`src/rtl/seven_segment_pkg.sv`:
```
// Shared definitions for the seven-segment display path: the digit-to-segment
// table (also used by the display driver), monitor FSM state encoding and a
// BCD successor helper.
package seven_segment_pkg;

    localparam int NUM_DIGITS = 10;

    // Segment patterns for digits 0..9, bit0 = top segment, bit6 = middle.
    localparam logic [6:0] SEG_TABLE [0:NUM_DIGITS-1] = '{
        7'b0111111,  // 0
        7'b0000110,  // 1
        7'b1011011,  // 2
        7'b1001111,  // 3
        7'b1100110,  // 4
        7'b1101101,  // 5
        7'b1111100,  // 6
        7'b0000111,  // 7
        7'b1111111,  // 8
        7'b1100111   // 9
    };

    typedef enum logic [1:0] {
        ST_IDLE    = 2'd0,
        ST_ACQUIRE = 2'd1,
        ST_TRACK   = 2'd2
    } mon_state_e;

    // Next digit in the 0..9 counting order, wrapping 9 -> 0.
    function automatic logic [3:0] digit_successor(input logic [3:0] d);
        return (d >= 4'd9) ? 4'd0 : d + 4'd1;
    endfunction

endpackage

```
`src/rtl/seven_segment_monitor_seg7_decode.sv`:
```
// Combinational segment-pattern decoder: maps a 7-bit pattern back to its
// digit and flags whether the pattern is one of the ten legal shapes.
module seg7_decode
    import seven_segment_pkg::*;
(
    input  logic [6:0] pattern,
    output logic       legal,
    output logic [3:0] digit
);

    // Search the shared table; anything not found (including blank) is illegal.
    always_comb begin
        legal = 1'b0;
        digit = 4'd0;
        for (int i = 0; i < NUM_DIGITS; i++) begin
            if (pattern == SEG_TABLE[i]) begin
                legal = 1'b1;
                digit = 4'(i);
            end
        end
    end

endmodule

```
`src/rtl/seven_segment_monitor.sv`:
```
// Seconds-display monitor: glitch-filters the segment bus, decodes digits,
// checks 0..9 sequencing and measures the cycle period between digit steps.
// Optional macro SEG_MONITOR_SYNC_EN inserts a 2-flop input synchronizer for
// an asynchronous source (adds latency, period unaffected).
//
// state    | meaning
// IDLE     | no legal digit held
// ACQUIRE  | reference digit held, period not yet trusted
// TRACK    | in-sequence digits seen, period reported on every step
module seven_segment_monitor
    import seven_segment_pkg::*;
#(
    parameter int STABLE_CYCLES = 2,
    parameter int PERIOD_WIDTH  = 24
) (
    input  logic                    clk,
    input  logic                    reset,
    input  logic [6:0]              segments_in,
    input  logic                    clear_errors,
    output logic [3:0]              digit,
    output logic                    digit_valid,
    output logic [PERIOD_WIDTH-1:0] period,
    output logic                    period_valid,
    output logic                    seq_error,
    output logic                    pattern_error
);

    localparam logic [1:0] IDLE    = ST_IDLE;
    localparam logic [1:0] ACQUIRE = ST_ACQUIRE;
    localparam logic [1:0] TRACK   = ST_TRACK;
    localparam logic [PERIOD_WIDTH-1:0] GAP_MAX = '1;

    logic [6:0]              sample_src;
    logic [6:0]              s;
    logic [6:0]              cand;
    logic [6:0]              accepted;
    logic [3:0]              cnt;
    logic [4:0]              run;
    logic                    accept;
    logic [PERIOD_WIDTH-1:0] gap;
    logic [1:0]              state;
    logic                    dec_legal;
    logic [3:0]              dec_digit;

`ifdef SEG_MONITOR_SYNC_EN
    logic [6:0] sync_1;
    logic [6:0] sync_2;

    // Two-stage synchronizer for an off-chip or unrelated-clock segment bus.
    always_ff @(posedge clk or posedge reset) begin
        if (reset) begin
            sync_1 <= 7'd0;
            sync_2 <= 7'd0;
        end else begin
            sync_1 <= segments_in;
            sync_2 <= sync_1;
        end
    end

    assign sample_src = sync_2;
`else
    assign sample_src = segments_in;
`endif

    // run = number of consecutive cycles s has held its current value.
    assign run    = (s == cand) ? ({1'b0, cnt} + 5'd1) : 5'd1;
    assign accept = (run == 5'(STABLE_CYCLES)) && (s != accepted);

    seg7_decode u_decode (
        .pattern (s),
        .legal   (dec_legal),
        .digit   (dec_digit)
    );

    // Glitch filter: sample, track run length of the sample, latch accepted pattern.
    always_ff @(posedge clk or posedge reset) begin
        if (reset) begin
            s        <= 7'd0;
            cand     <= 7'd0;
            cnt      <= 4'd0;
            accepted <= 7'd0;
        end else begin
            s <= sample_src;
            if (s == cand) begin
                if (cnt != 4'hF) cnt <= cnt + 4'd1;
            end else begin
                cand <= s;
                cnt  <= 4'd1;
            end
            if (accept) accepted <= s;
        end
    end

    // Gap counter: cycles since the last accept, restarting at 1 so the value
    // seen on the next accept equals the accept-to-accept distance.
    always_ff @(posedge clk or posedge reset) begin
        if (reset) begin
            gap <= '0;
        end else if (accept) begin
            gap <= PERIOD_WIDTH'(1);
        end else if (gap != GAP_MAX) begin
            gap <= gap + PERIOD_WIDTH'(1);
        end
    end

    // Sequencing FSM and registered outputs; an error set beats a same-cycle clear.
    always_ff @(posedge clk or posedge reset) begin
        if (reset) begin
            state         <= IDLE;
            digit         <= 4'd0;
            digit_valid   <= 1'b0;
            period        <= '0;
            period_valid  <= 1'b0;
            seq_error     <= 1'b0;
            pattern_error <= 1'b0;
        end else begin
            period_valid <= 1'b0;
            if (clear_errors) begin
                seq_error     <= 1'b0;
                pattern_error <= 1'b0;
            end
            if (accept) begin
                if (!dec_legal) begin
                    pattern_error <= 1'b1;
                    digit_valid   <= 1'b0;
                    state         <= IDLE;
                end else begin
                    digit       <= dec_digit;
                    digit_valid <= 1'b1;
                    case (state)
                        IDLE: state <= ACQUIRE;
                        ACQUIRE, TRACK: begin
                            if (dec_digit == digit_successor(digit)) begin
                                state        <= TRACK;
                                period       <= gap;
                                period_valid <= 1'b1;
                            end else begin
                                seq_error <= 1'b1;
                                state     <= ACQUIRE;
                            end
                        end
                        default: state <= IDLE;
                    endcase
                end
            end
        end
    end

endmodule

```
`config.mk`:
```
export PLATFORM = sky130hd
export DESIGN_NAME = seven_segment_monitor
export DESIGN_NICKNAME = d
export VERILOG_FILES = /design/src/rtl/seven_segment_pkg.sv /design/src/rtl/seven_segment_monitor_seg7_decode.sv /design/src/rtl/seven_segment_monitor.sv
export SDC_FILE = /design/constraint.sdc
export NUM_CORES = 1
export LEC_CHECK = 0
export CORE_MARGIN = 2
export CORE_UTILIZATION = 30
export DETAILED_ROUTE_END_ITERATION = 7
export GPL_TIMING_DRIVEN = 0
export PLACE_DENSITY = 0.55
export SLEW_MARGIN = 10
export SYNTH_ARGS = -nofsm -noshare
export SYNTH_HDL_FRONTEND = slang
export SYNTH_SLANG_ARGS = --single-unit
```
`constraint.sdc`:
```
create_clock -name clk -period 3.8 [get_ports clk]
set_input_delay 1.14 -clock clk [delete_from_list [all_inputs] [get_ports clk]]
set_output_delay 1.14 -clock clk [all_outputs]
set_load 0.005 [all_outputs]
```
# After elaboration in Yosys (flattened, before gate mapping)
# Index checks and enable logic that the tools add are counted.
[word_totals]
reg_bits = 83
output_inout_bits = 32
[op_classes]
muxes = 41
n_addsub = 4
n_reduce_logical = 6
eq_ne = 19
n_lt_le_gt_ge = 1
[ops]
columns = ["op", "count"]
rows = [
  ["$eq A7 B7 Y1 const B", 7],
  ["$mux W24", 2],
  ["$add A24 B1 Y24 const B", 1],
  ["$mux W1", 24],
  ["$ne A24 B24 Y1 const B", 1],
  ["$mux W4", 5],
  ["$eq A7 B3 Y1 const B", 2],
  ["$mux W3", 4],
  ["$add A4 B1 Y4 const B", 2],
  ["$mux W2", 4],
  ["$eq A7 B6 Y1 const B", 1],
  ["$eq A7 B7 Y1", 1],
  ["$ne A7 B7 Y1", 1],
  ["$add A4 B1 Y5 const B", 1],
  ["$eq A5 B2 Y1 const B", 1],
  ["$mux W5", 1],
  ["$eq A4 B4 Y1", 1],
  ["$ge A4 B4 Y1 const B", 1],
  ["$ne A4 B4 Y1 const B", 1],
  ["$pmux W2 S2", 1],
  ["$reduce_and A4 Y1", 1],
  ["$eq A2 B1 Y1 const B", 1],
  ["$eq A2 B2 Y1 const B", 1],
  ["$logic_not A2 Y1", 1],
  ["5 further kinds", 5],
]

# Depth between registers and ports, before layout
[logic_depth]
word_depth = 15
depth_mapped = 9

# Hierarchy
# Synthesis repeated with hierarchy kept, for this count alone.
[hier_totals]
hier_cells = 345
hier_area_um2 = 4016.4
[modules_own_cells]
columns = ["mod", "cells_each", "instances", "seq_area_each_um2", "area_each_um2"]
rows = [
  ["seven_segment_monitor", 311, 1, 2077.0, 3783.6],
  ["seg7_decode", 34, 1, 0.0, 232.7],
]

# Worst setup path after synthesis
# OpenSTA, ideal clock, no wires.
[synth_path]
kind = "flip-flop to flip-flop"
from = "register digit[0]"
to = "register period[0]"
arrival_ns = 2.476
path_stages_with_launch = 10
path_slack_ns = 1.198
required_ns = 3.675
n_path_buf = 1
path_cell_list = "dfrtp_1 -> inv_1 -> ha_1 -> or3b_1 -> a21oi_1 -> nand3_1 -> a311oi_1 -> nand4_4 -> buf_6 -> mux2_4"
[synth_between]
elab_chain_len = 4
word_cells_on_any_way = 5
cone_classes = "add/sub: 1; order compare: 1; eq/ne: 1; mux: 1; reduce/logical: 1"
[synth_lines]
columns = ["element", "line", "rtl"]
rows = [
  ["start: declaration", "seven_segment_monitor.sv:20", "output logic [3:0] digit,"],
  ["start signal: assignment", "seven_segment_monitor.sv:128", "digit <= dec_digit;"],
  ["$add A4 B1 Y4 / $ge A4 B4 Y1 (equally long branches)", "seven_segment_pkg.sv:30", "return (d >= 4'd9) ? 4'd0 : d + 4'd1;"],
  ["$mux W4 *", "seven_segment_pkg.sv:30", ""],
  ["$eq A4 B4 Y1 *", "seven_segment_monitor.sv:133", "if (dec_digit == digit_successor(digit)) begin"],
  ["$reduce_and A4 Y1 (no line) *", "-", ""],
  ["end signal: assignment", "seven_segment_monitor.sv:135", "period <= gap;"],
  ["end: declaration", "seven_segment_monitor.sv:22", "output logic [PERIOD_WIDTH-1:0] period,"],
]
# Mark *: on every way between the ends. The rest lies on a longest branch, timed or not.
# A chain may end at the register's enable or synchronous reset.

# Worst setup path in the final report
[layout_path]
from = "register s[6]"
to = "register period[4]"
[layout_between]
elab_chain_len = 12
word_cells_on_any_way = 36
cone_classes = "eq/ne: 14; mux: 20; reduce/logical: 2"
[layout_lines]
columns = ["element", "line", "rtl"]
rows = [
  ["start: declaration", "seven_segment_monitor.sv:34", "logic [6:0] s;"],
  ["start signal: assignment", "seven_segment_monitor.sv:83", "s <= sample_src;"],
  ["$eq A7 B3 Y1 / $eq A7 B6 Y1 (equally long branches)", "seven_segment_monitor_seg7_decode.sv:16", "if (pattern == SEG_TABLE[i]) begin"],
  ["$mux W1", "seven_segment_monitor_seg7_decode.sv:16", ""],
  ["$mux W2 / $mux W1 (equally long branches) (2 in a row)", "seven_segment_monitor_seg7_decode.sv:16", ""],
  ["$mux W3 / $mux W1 (equally long branches) (4 in a row)", "seven_segment_monitor_seg7_decode.sv:16", ""],
  ["$mux W4 / $mux W1 (equally long branches) (2 in a row)", "seven_segment_monitor_seg7_decode.sv:16", ""],
  ["$eq A4 B4 Y1 / $mux W1 (equally long branches)", "seven_segment_monitor.sv:133, seven_segment_monitor_seg7_decode.sv:16", ""],
  ["$reduce_and A4 Y1 (no line) *", "-", ""],
]
# Marks and branches as above.

==> out/summary.json <==
{
  "grt_pass1_wl_mm": 14.0,
  "rows": 42,
  "timing.rr.start": "s[6]",
  "synth_edf_count": 0,
  "postCtsSetupRepairBufs": 0,
  "yosysMostFrequentCell": "dfrtp_1",
  "worst_slack_ns": 0.912,
  "peakVddDrop_mv": 0.197,
  "layout_overhead_on_the_synthesized_area_pct": 23.3,
  "synth-async-reset-ratio": 1.00,
  "grt_start_max_net_pins": 60,
  "final_layout_size_suffix_gt1_frac": 0.159,
  "wl_mm": 8.22,
  "area_of_the_multi_input_gates_sq_um": 1850,
  "worst_setup_hold_path_clk_slew_ns": 0.06,
  "ys_types": 49,
  "worst-path-max-fanout": 10,
  "postSynth.topFlopCell": "dfrtp_1",
  "report.final.setup_viol": 0,
  "final_period_minus_worst_setup_slack_ns": 2.89,
  "cts-buffers-inserted": 9,
  "maxSlewHeadroom": 0.278,
  "synthTopCellsByCount": "dfrtp_1, nor2_1, xor2_1",
  "tightest_slew_ns": 1.07,
  "die_x_um": 120,
  "min_period_over_period": 0.760,
  "seqCellArea_sq_um": 2080,
  "max-cap-violations": 0,
  "track_usage": 0.123,
  "synth_seq_area_share": 0.511,
  "antennaDiodeCount": 0,
  "critical_path_arrival_ns": 3.11,
  "rsz0062_at_grt": "false",
  "fin_worst_skew_ns": 0.00753,
  "worstSetupEndpointType": "flip-flop",
  "initial_core_util": 0.307,
  "first_iter_violations": 187,
  "floorplan.die.height_um": 120,
  "dp_hpwl_mm": 5.79,
  "htree_levels": 3,
  "dp_worst_setup_slack_ns": 0.879,
  "clock_latency_ns": 0.34,
  "synth.top_cell.area_share": 0.511,
  "drt_pre_antenna_iters": 4,
  "num_io_pins": 42,
  "place_congestion": 0.832,
  "ys_seq_elements": 83,
  "synth_nets": 375,
  "worstSetupStartpoint": "s[6]",
  "library_cell_occupying_the_most_area_in_the_post_synthesis_netlist": "dfrtp_1",
  "final.fill_count": 1322,
  "route.detailed.vias_per_inst": 4.65,
  "powerDensity_nw_per_um2": 423,
  "cts.root.buffer_cell": "clkbuf_16",
  "worstSetupPathType": "reg -> reg",
  "static-leakage-power_nw": 2.28,
  "ys_warn_count": 0,
  "worst_ep_required_time_ns": 4.02,
  "maxSlewViolCount": 0,
  "postSynthAreaPerCell_sq_um": 11.3,
  "cts_resized": 0,
  "routedWlPerCell_um": 13.9,
  "hold_path_startpoint": "pattern_error",
  "layout.nets": 428,
  "via_count_of_the_first_global_routing_pass": 2680,
  "worst_hold_path_type": "reg -> reg",
  "core_area_sq_um": 13200,
  "route.antenna.remaining_nets": 0,
  "cts_tree": "built",
  "power_w": 0.00212,
  "route.vias.total": 2755,
  "portBuffers": 41,
  "syn-cell-area_sq_um": 4060,
  "hold_buffers": 0,
  "fp.dieArea_sq_um": 14500,
  "grt.overflow.total": 0,
  "fmax_mhz": 346,
  "stdcell_area_sq_um": 5010,
  "run_status": "finished, final reports clean",
  "netlist_top_cells_area": "dfrtp_1, mux2_4, xor2_1",
  "clock_tree.buffer_depth": 2,
  "drcViolationCount": 0,
  "cts_sinks": 83,
  "grt_antenna_before_repair": 0,
  "critical_path.startpoint_type": "flip-flop",
  "syn-instance-count": 358,
  "finalHoldViolations": 0,
  "placed_area_sq_um": 4720
}
==> sequential cells by signal (all words and copies together), names as in the netlist <==
register       count
gap               24
s                  7
period            24
accepted           7
digit              4
cnt                4
digit_valid        1
seq_error          1
state              2
pattern_error      1
cand               7
period_valid       1
==> worst paths after layout <==
path                                 end  slack (ns)  cells past startpoint
min reg2reg                pattern_error        0.50                      1
max in group asynchronous     period[10]        2.08                      3
min in group asynchronous        cand[4]        1.13                      2
min                        pattern_error        0.50                      1
max                            period[4]        0.91                      8
max reg2reg                    period[4]        0.91                      8
==> logic make-up (layout without fill, tap and decap cells) <==
family,after synthesis,in the layout,share of synthesized area
compound gates,30,30,0.0579
xor+xnor,44,44,0.0949
fa+ha+maj,7,7,0.0216
buf+inv,31,89,0.0357
flops,83,83,0.511
mux,34,34,0.111
simple gates,129,129,0.168
==> critical path, cell delays in order, from the launching register on <==
cell and delay, ns:
dfrtp_1 0.40, buf_2 0.20, and3_1 0.16, o211a_1 0.23, a211oi_1 0.81, a2111oi_4 0.21
nand4_4 0.23, buf_6 0.21, mux2_4 0.31
==> cell usage in the layout (no fill, tap or decap), types with 3 or more instances in the layout <==
| cell type | n |
|---|---|
| a211oi_1 | 3 |
| a21oi_1 | 4 |
| a22o_1 | 3 |
| and2_1 | 4 |
| and3_1 | 9 |
| and4_1 | 4 |
| buf_2 | 8 |
| clkbuf_1 | 10 |
| clkbuf_16 | 9 |
| clkdlybuf4s50_1 | 41 |
| dfrtp_1 | 83 |
| ha_1 | 7 |
| inv_1 | 10 |
| mux2_2 | 11 |
| mux2_4 | 19 |
| mux2i_1 | 4 |
| nand2_1 | 19 |
| nand3_1 | 20 |
| nand4_1 | 8 |
| nor2_1 | 41 |
| nor3_1 | 7 |
| nor4_1 | 3 |
| o21ai_0 | 7 |
| xnor2_1 | 18 |
| xor2_1 | 26 |
==> metal layers <==
layer,vias to the layer above,share of wire,GRT usage
met2,45,0.45,0.172
met5,-,0,0
met1,1365,0.51,0.182
met3,4,0.034,0.0288
li1,1341,-,-
met4,0,0.0096,0.0523
==> through the flow <==
stage	std cells	setup TNS (ns)	hold slack [ns]	utilization
2_1_floorplan	358	0	0.470	-
3_3_place_gp	575	-66.25	0.490	0.354
3_5_place_dp	576	0	0.497	0.357
4_1_cts	592	0	0.515	0.378
5_1_grt	592	0	0.525	0.378
6_report	592	0	0.501	0.378
==> cell type report <==
class | count | share of cell area
Clock buffer | 11 | 0.0485
Clock inverter | 5 | 0.00749
Multi-Input combinational cell | 244 | 0.369
Sequential cell | 83 | 0.415
Inverter | 11 | 0.00874
Timing Repair Buffer | 42 | 0.0874
Tap cell | 176 | 0.0440
Buffer | 20 | 0.0207
==> where the power goes <==
| part | total [W] | switching [W] | internal, W |
|---|---|---|---|
| clock network | 0.000824 | 0.000361 | 0.000463 |
| logic | 0.000268 | 0.000142 | 0.000125 |
| registers | 0.00103 | 0.0000711 | 0.000955 |
Note: power is estimated with default switching activity, not from simulation.
